==> src/rtl/sync_fifo_param.sv <==
// rtl/sync_fifo_param.sv - single-clock parametrised FIFO with level flags and error pulses
//
// Purpose
//   Single-clock FIFO between a producer and a consumer that share one clock
//   domain. Storage is a simple dual-port register array (one write port, one
//   read port, same clock). Provides an occupancy count, full/empty, and
//   programmable almost-full/almost-empty levels. A refused write (FIFO full)
//   or a refused read (FIFO empty) raises a one-cycle error pulse.
//
// Build option
//   FIFO_FWFT_EN  defined   : first-word-fall-through; data_out shows the head
//                             word combinationally whenever empty==0 and re
//                             pops it.
//                 undefined : registered read; data_out loads the head word on
//                             the accepted-read edge and holds otherwise.
//
// Parameters
//   WIDTH     data word width in bits
//   DEPTH     number of entries (power of two, >= 2)
//   ADDR      log2(DEPTH)
//   AF_LEVEL  almost_full  when count >= AF_LEVEL
//   AE_LEVEL  almost_empty when count <= AE_LEVEL
//
// Ports
//   clk           in   1        clock, rising edge
//   rst_n         in   1        synchronous reset, active-low
//   we            in   1        write request
//   data_in       in   WIDTH    write data, taken with an accepted write
//   re            in   1        read request
//   data_out      out  WIDTH    read data
//   count         out  ADDR+1   occupancy 0..DEPTH
//   full          out  1        count == DEPTH
//   empty         out  1        count == 0
//   almost_full   out  1        count >= AF_LEVEL
//   almost_empty  out  1        count <= AE_LEVEL
//   overflow      out  1        one-cycle pulse after a refused write
//   underflow     out  1        one-cycle pulse after a refused read

module sync_fifo_param #(
  parameter int WIDTH    = 16,
  parameter int DEPTH    = 8,
  parameter int ADDR     = 3,
  parameter int AF_LEVEL = 6,
  parameter int AE_LEVEL = 1
) (
  input  logic             clk,
  input  logic             rst_n,
  input  logic             we,
  input  logic [WIDTH-1:0] data_in,
  input  logic             re,
  output logic [WIDTH-1:0] data_out,
  output logic [ADDR:0]    count,
  output logic             full,
  output logic             empty,
  output logic             almost_full,
  output logic             almost_empty,
  output logic             overflow,
  output logic             underflow
);

  // Count-width constants so every compare and increment is width-exact.
  localparam logic [ADDR:0] CNT_FULL = (ADDR+1)'(DEPTH);
  localparam logic [ADDR:0] CNT_AF   = (ADDR+1)'(AF_LEVEL);
  localparam logic [ADDR:0] CNT_AE   = (ADDR+1)'(AE_LEVEL);
  localparam logic [ADDR:0] ONE      = (ADDR+1)'(1);

  // Storage array: deliberately never reset. Stale words cannot leak out
  // because reading is gated by the count, which is cleared by reset.
  logic [WIDTH-1:0] mem_q [DEPTH];

  logic [ADDR:0]    wr_ptr_q, wr_ptr_d;
  logic [ADDR:0]    rd_ptr_q, rd_ptr_d;
  logic [ADDR:0]    count_q,  count_d;
  logic             overflow_q,  overflow_d;
  logic             underflow_q, underflow_d;

  logic [ADDR-1:0]  wr_idx;
  logic [ADDR-1:0]  rd_idx;
  logic             full_w;
  logic             empty_w;
  logic             wr_accept;
  logic             rd_accept;

  assign wr_idx = wr_ptr_q[ADDR-1:0];
  assign rd_idx = rd_ptr_q[ADDR-1:0];

  // Flags are a pure decode of the registered count, so they move on the
  // cycle after the operation that changed the count.
  assign full_w  = (count_q == CNT_FULL);
  assign empty_w = (count_q == '0);

  // Gating on full/empty alone also resolves simultaneous requests: when
  // full only the read goes through, when empty only the write goes through.
  assign wr_accept = we && !full_w;
  assign rd_accept = re && !empty_w;

  always_comb begin
    wr_ptr_d    = wr_ptr_q;
    rd_ptr_d    = rd_ptr_q;
    count_d     = count_q;
    overflow_d  = we && full_w;
    underflow_d = re && empty_w;

    if (wr_accept) begin
      wr_ptr_d = wr_ptr_q + ONE;
    end
    if (rd_accept) begin
      rd_ptr_d = rd_ptr_q + ONE;
    end

    if (wr_accept && !rd_accept) begin
      count_d = count_q + ONE;
    end else if (rd_accept && !wr_accept) begin
      count_d = count_q - ONE;
    end
  end

  always_ff @(posedge clk) begin
    if (!rst_n) begin
      wr_ptr_q    <= '0;
      rd_ptr_q    <= '0;
      count_q     <= '0;
      overflow_q  <= 1'b0;
      underflow_q <= 1'b0;
    end else begin
      wr_ptr_q    <= wr_ptr_d;
      rd_ptr_q    <= rd_ptr_d;
      count_q     <= count_d;
      overflow_q  <= overflow_d;
      underflow_q <= underflow_d;
    end
  end

  // Write port of the register array.
  always_ff @(posedge clk) begin
    if (rst_n && wr_accept) begin
      mem_q[wr_idx] <= data_in;
    end
  end

`ifdef FIFO_FWFT_EN
  // Head word is presented directly; meaningless while empty.
  assign data_out = mem_q[rd_idx];
`else
  logic [WIDTH-1:0] data_out_q;

  always_ff @(posedge clk) begin
    if (!rst_n) begin
      data_out_q <= '0;
    end else if (rd_accept) begin
      data_out_q <= mem_q[rd_idx];
    end
  end

  assign data_out = data_out_q;
`endif

  assign count        = count_q;
  assign full         = full_w;
  assign empty        = empty_w;
  assign almost_full  = (count_q >= CNT_AF);
  assign almost_empty = (count_q <= CNT_AE);
  assign overflow     = overflow_q;
  assign underflow    = underflow_q;

endmodule

==> config.mk <==
export PLATFORM = sky130hd
export DESIGN_NAME = sync_fifo_param
export DESIGN_NICKNAME = d
export VERILOG_FILES = /design/src/rtl/sync_fifo_param.sv
export SDC_FILE = /design/constraint.sdc
export NUM_CORES = 1
export LEC_CHECK = 0
export BUFFER_PORTS_ARGS = -buffer_cell sky130_fd_sc_hd__clkbuf_2
export CAP_MARGIN = 20
export CORE_MARGIN = 2
export CORE_UTILIZATION = 50
export DETAILED_ROUTE_END_ITERATION = 10
export PLACE_DENSITY = 0.71
export SLEW_MARGIN = 20
export SYNTH_ARGS = -nofsm -noshare
export SYNTH_HDL_FRONTEND = slang
export SYNTH_SLANG_ARGS = --single-unit
==> constraint.sdc <==
create_clock -name clk -period 2.85 [get_ports clk]
set_input_delay 0.1425 -clock clk [delete_from_list [all_inputs] [get_ports clk]]
set_output_delay 0.1425 -clock clk [all_outputs]
set_load 0.005 [all_outputs]
# Yosys cells after proc, flatten, opt, wreduce, memory -nomap -nowiden
# Memories as Yosys holds them, arrays and structs flattened. A register that Yosys moved wholly into a read port is not among the register bits.
# Index checks and enable logic that the tools add are counted.
# classes
add_sub_neg	4
magnitude_cmp	2
eq_ne	1
n_mux	4
n_reduce_logical	14
# ops
cell	count
4-bit by 1-bit adder with 4-bit output (second input constant)	3
4-bit 2-to-1 mux	2
1-bit logical AND	7
1-bit zero test	5
4-bit == test (second input constant)	1
4-bit by 3-bit greater-or-equal comparator with 1-bit output (second input constant)	1
4-bit by 1-bit <= comparator with 1-bit output (second input constant)	1
4-bit zero test	1
4-bit by 1-bit subtractor with 4-bit output (second input constant)	1
1-bit 2-to-1 mux	2
2-bit nonzero test	1
# word_totals
register_bits	14
mem_bits_rw	128
in_bits	20
out_inout_bits	26
word_cells	31
n_memories	1
# mem_list
memory	depth	width	rd	rd_ports_with_merged_regs	wr	line_no	source
mem_q	8	16	1	1	1	69	logic [WIDTH-1:0] mem_q [DEPTH];

# Depth between registers and ports, before layout
# depth
ltp_word	7
ltp_mapped	10

# Worst setup path after synthesis
# No wires, ideal clock.
# synth_timing
path_type	reg-to-reg
startpoint	reg count_q[0] (netlist: count[0])
endpoint	mem mem_q[0][0] (enable)
setup_time_ns	0.409
arrival_ns	2.294
required_ns	2.441
path_slack_ns	0.147
stages_incl_launch_ff	7
n_path_buf	0
period_less_slack_ns	2.703
path_cell_list	dfxtp_1 -> inv_1 -> ha_1 -> nand3b_1 -> and3_1 -> nand2b_1 -> nor3_1
# synth_via
elab_chain_len	6
# synth_lines
element	line_no	source
start: declaration	73	logic [ADDR:0] count_q, count_d;
start signal: assignment	128	count_q <= count_d;
4-bit == test	89	assign full_w = (count_q == CNT_FULL);
1-bit zero test	94	assign wr_accept = we && !full_w;
1-bit logical AND	94	
1-bit logical AND	136	if (rst_n && wr_accept) begin
1-bit 2-to-1 mux	136	
1-bit 2-to-1 mux (implied by the code)	137	mem_q[wr_idx] <= data_in;
end: declaration	69	
# No other way between the ends.

# Worst setup path after layout
# layout_timing
startpoint	reg count_q[0] (netlist: count[0])
endpoint	reg count_q[3] (netlist: count[3])
# layout_via
elab_chain_len	6
word_cells_on_any_way	15
cone_classes	add/sub (2); eq/ne (1); mux (2); reduce/logical (10)
# layout_lines
element
parallel branches: the longest is 6 deep, another holds 4-bit by 1-bit subtractor with 4-bit output
# Several ways; the timed one is not identified. The select of a mux whose other input is x is not followed.
# A chain may end at the register's enable or synchronous reset.

==> impl_metrics.ini <==
[final_layout]
drive_gt1_frac = 0.2604
nNetsFinal = 472
diodes = 0
finish.instance_area_mm2 = 0.007197
area_growth_pct = 17.82

[global_routing]
grt_pass1_vias = 3392
grt_remaining_overflow = 0
grt_max_degree = 33
grt_first_pass_wirelength_um = 17940
grt_usage = 0.1869
grt_antenna_before_repair = 0

[timing]
setup_ws_ns = 0.3403
worst_pin_slew_ns = 0.9022
fmax_mhz = 398.5
setup_viol = 0
drv_slew = 0
finalSetupTns_ns = 0
clock_skew_ns = 0.005525
finalHoldViolCount = 0
period_share = 0.8806
period_minus_slack_ns = 2.510
rsz0062_at_grt = no
maxSlewHeadroom = 0.3986
holdWs_ns = 0.006341

[hold_path]
hold_depth = 1
hold_class = input port to flop

[worst_setup_path]
critical_path.top_delay_family = simple AND/OR/NAND/NOR gates
criticalPathCategory = flop to flop
cp_cell_sequence = inv_1, ha_1, or3b_1, nand2_1, ha_1, or4_1, a21oi_1, xor2_1, and2_1
max_stage_delay_ns = 0.44
r2r_setup_slack_ns = 0.34
arrival_ns = 2.82
crit_cells = 9
worstPathRequired_ns = 3.16
end_kind = flop
cp_common_cell = ha_1
cp-start-kind = flop
crit_slowest_cell = dfxtp_1
reg2reg_depth = 9
crit_fanout = 7
cp_num_buf_inv = 1

[power_and_ir_drop]
vdd_drop_max_mv = 0.4229
p_per_area_mw_per_mm2 = 881.7
p_leak_nw = 2.541

[logic_synthesis]
synth_cell_types = 36
ys_ff_latch = 156
ys_warn_count = 0
synth_area_per_cell_um2 = 16.20
syn_inst = 377
synth_area_mm2 = 0.006108
seq_area_frac_synth = 0.7210
synth_fp_nets = 405

[cts]
cts_sinks = 156
cts_inserted_buffers = 17
cts_tree = done
clockBufferDepth = 2
clkTransAtPathRegs_ns = 0.06
clock_latency_ns = 0.42
cts_root_buf = clkbuf_16
cts-htree-levels = 4

[drt]
ant_nets = 0
wl_per_cell_um = 19.33
initialDrtViolationCount = 186
via_per_inst = 5.538
vias = 3345
drt_wl_total_um = 11670
drc = 0
drt_pass1_iterations = 4

[floorplanning]
io_pins = 46
initial_core_util = 0.5107
dieWidth_um = 114.5
dieArea_mm2 = 0.01312
die_h_um = 114.5
rows = 40
fp.coreArea_mm2 = 0.01196

[place]
dp_slack_ns = 0.3656
dpl.hpwl_um = 6637
gp_congestion = 0.7201
io_buffers = 45
dpl-instance-area_mm2 = 0.006556

[run_status]
status = complete, no violations

[flow_run]
drv_cap = 0
## power by group
group / internal, mW / switching [mW]
clock network: 1.39 / 0.826
logic: 0.676 / 0.633
registers: 2.64 / 0.173
## timing repair
action,CTS,global route
endpoints found under the hold margin,41,0
hold buffers,6,0
gates resized for setup,0,0
setup buffers,0,0
## state kept, by name, summed over array words and instances (netlist names)
signal,count
mem_q,128
data_out,16
count,4
rd_ptr_q,3
wr_ptr_q,3
overflow,1
underflow,1
## synthesized netlist by cell type
cell type | n | area (um2)
nand3_2 | 1 | 10.01
o31ai_1 | 15 | 112.6
clkbuf_1 | 5 | 18.77
buf_6 | 3 | 33.78
mux2i_1 | 33 | 330.3
mux2_2 | 30 | 337.8
nor3_1 | 3 | 15.01
a21boi_0 | 3 | 22.52
ha_1 | 8 | 100.1
o21ai_0 | 3 | 15.01
or3_1 | 1 | 6.260
and2_1 | 7 | 43.79
o22ai_1 | 15 | 93.84
nand4_1 | 1 | 6.260
a32o_1 | 1 | 10.01
nor2_1 | 8 | 30.03
nor2b_1 | 3 | 18.77
or4_1 | 1 | 7.510
buf_2 | 7 | 35.03
xnor2_1 | 5 | 43.79
nand2_1 | 23 | 86.33
dfxtp_1 | 28 | 560.5
and3_1 | 3 | 18.77
inv_1 | 5 | 18.77
buf_4 | 3 | 22.52
a211oi_1 | 1 | 7.510
a21boi_4 | 1 | 18.77
nand2b_1 | 5 | 31.28
nand3b_1 | 1 | 7.510
or3b_1 | 1 | 8.760
nand3_1 | 4 | 20.02
a211o_1 | 1 | 8.760
a22o_1 | 15 | 131.4
xor2_1 | 2 | 17.52
a21oi_1 | 3 | 15.01
edfxtp_1 | 128 | 3844
## per-stage QoR
step / power (mW) / std cells / utilization
floorplan: 3.803 / 377 / -
global route: 6.617 / 604 / 0.6017
finish: 6.346 / 604 / 0.6017
CTS: 6.387 / 604 / 0.6017
detailed placement: 4.174 / 566 / 0.5481
global placement: 4.142 / 566 / 0.5481
## layer usage
| layer | track usage | share of wire | vias to the layer above |
|---|---|---|---|
| li1 | - | - | 1590 |
| met1 | 0.2460 | 0.44 | 1668 |
| met2 | 0.2994 | 0.51 | 74 |
| met3 | 0.04182 | 0.044 | 13 |
| met5 | 0 | 0 | - |
| met4 | 0.08211 | 0.012 | 0 |
## cells by family after synthesis
family	after synthesis	synth area share
adders and majority gates	8	0.01639
buffers and inverters	23	0.02110
AOI/OAI and AO/OA	58	0.07128
and+or+nand+nor	62	0.05080
xor gates and xnor gates	7	0.01004
DFF	156	0.7210
muxes	63	0.1094
## layout make-up
cell class	instances	area, um2
fill	911	4765
sequential	156	4405
multi-input combinational	198	1585
clock buffer	24	461.7
timing repair buffer	66	422.9
tap	147	183.9
clock inverter	8	118.9
inverter	5	18.77
## placed cells by master (no fill, tap or decap), types with 2 or more instances in the layout
cell and n:
edfxtp_1 128, and3_1 3, buf_4 13, nor2b_1 3
clkbuf_16 17, nand2_1 23, o31ai_1 15, bufinv_16 3
xor2_1 2, clkbuf_1 6, buf_12 2, ha_1 8
a21boi_0 3, and2_1 7, dfxtp_1 27, a21oi_1 3
xnor2_1 5, a22o_1 15, o22ai_1 15, mux2i_1 33
clkinv_1 2, o21ai_0 3, dlygate4sd3_1 6, clkbuf_2 45
nor2_1 8, nand2b_1 5, nand3_1 4, nor3_2 2
mux2_2 30, inv_1 5
## worst paths after layout
check                            from                       end
max reg2reg     count[0]$_SDFFE_PN0P_     count[3]$_SDFFE_PN0P_
min reg2reg  data_out[8]$_SDFFE_PN0P_  data_out[8]$_SDFFE_PN0P_
min                        data_in[3]     mem_q[2][3]$_DFFE_PP_
max             count[0]$_SDFFE_PN0P_     count[3]$_SDFFE_PN0P_
## worst register-to-register path: cells and delay by family (launching register included)
kind | cells | cell delay (ns)
xor gates and xnor gates | 1 | 0.08
AOI/OAI and AO/OA | 1 | 0.20
buffers and inverters | 1 | 0.13
adders and majority gates | 2 | 0.50
and+or+nand+nor | 4 | 1.05
DFF | 1 | 0.44
(Power assumes the default switching activity.)
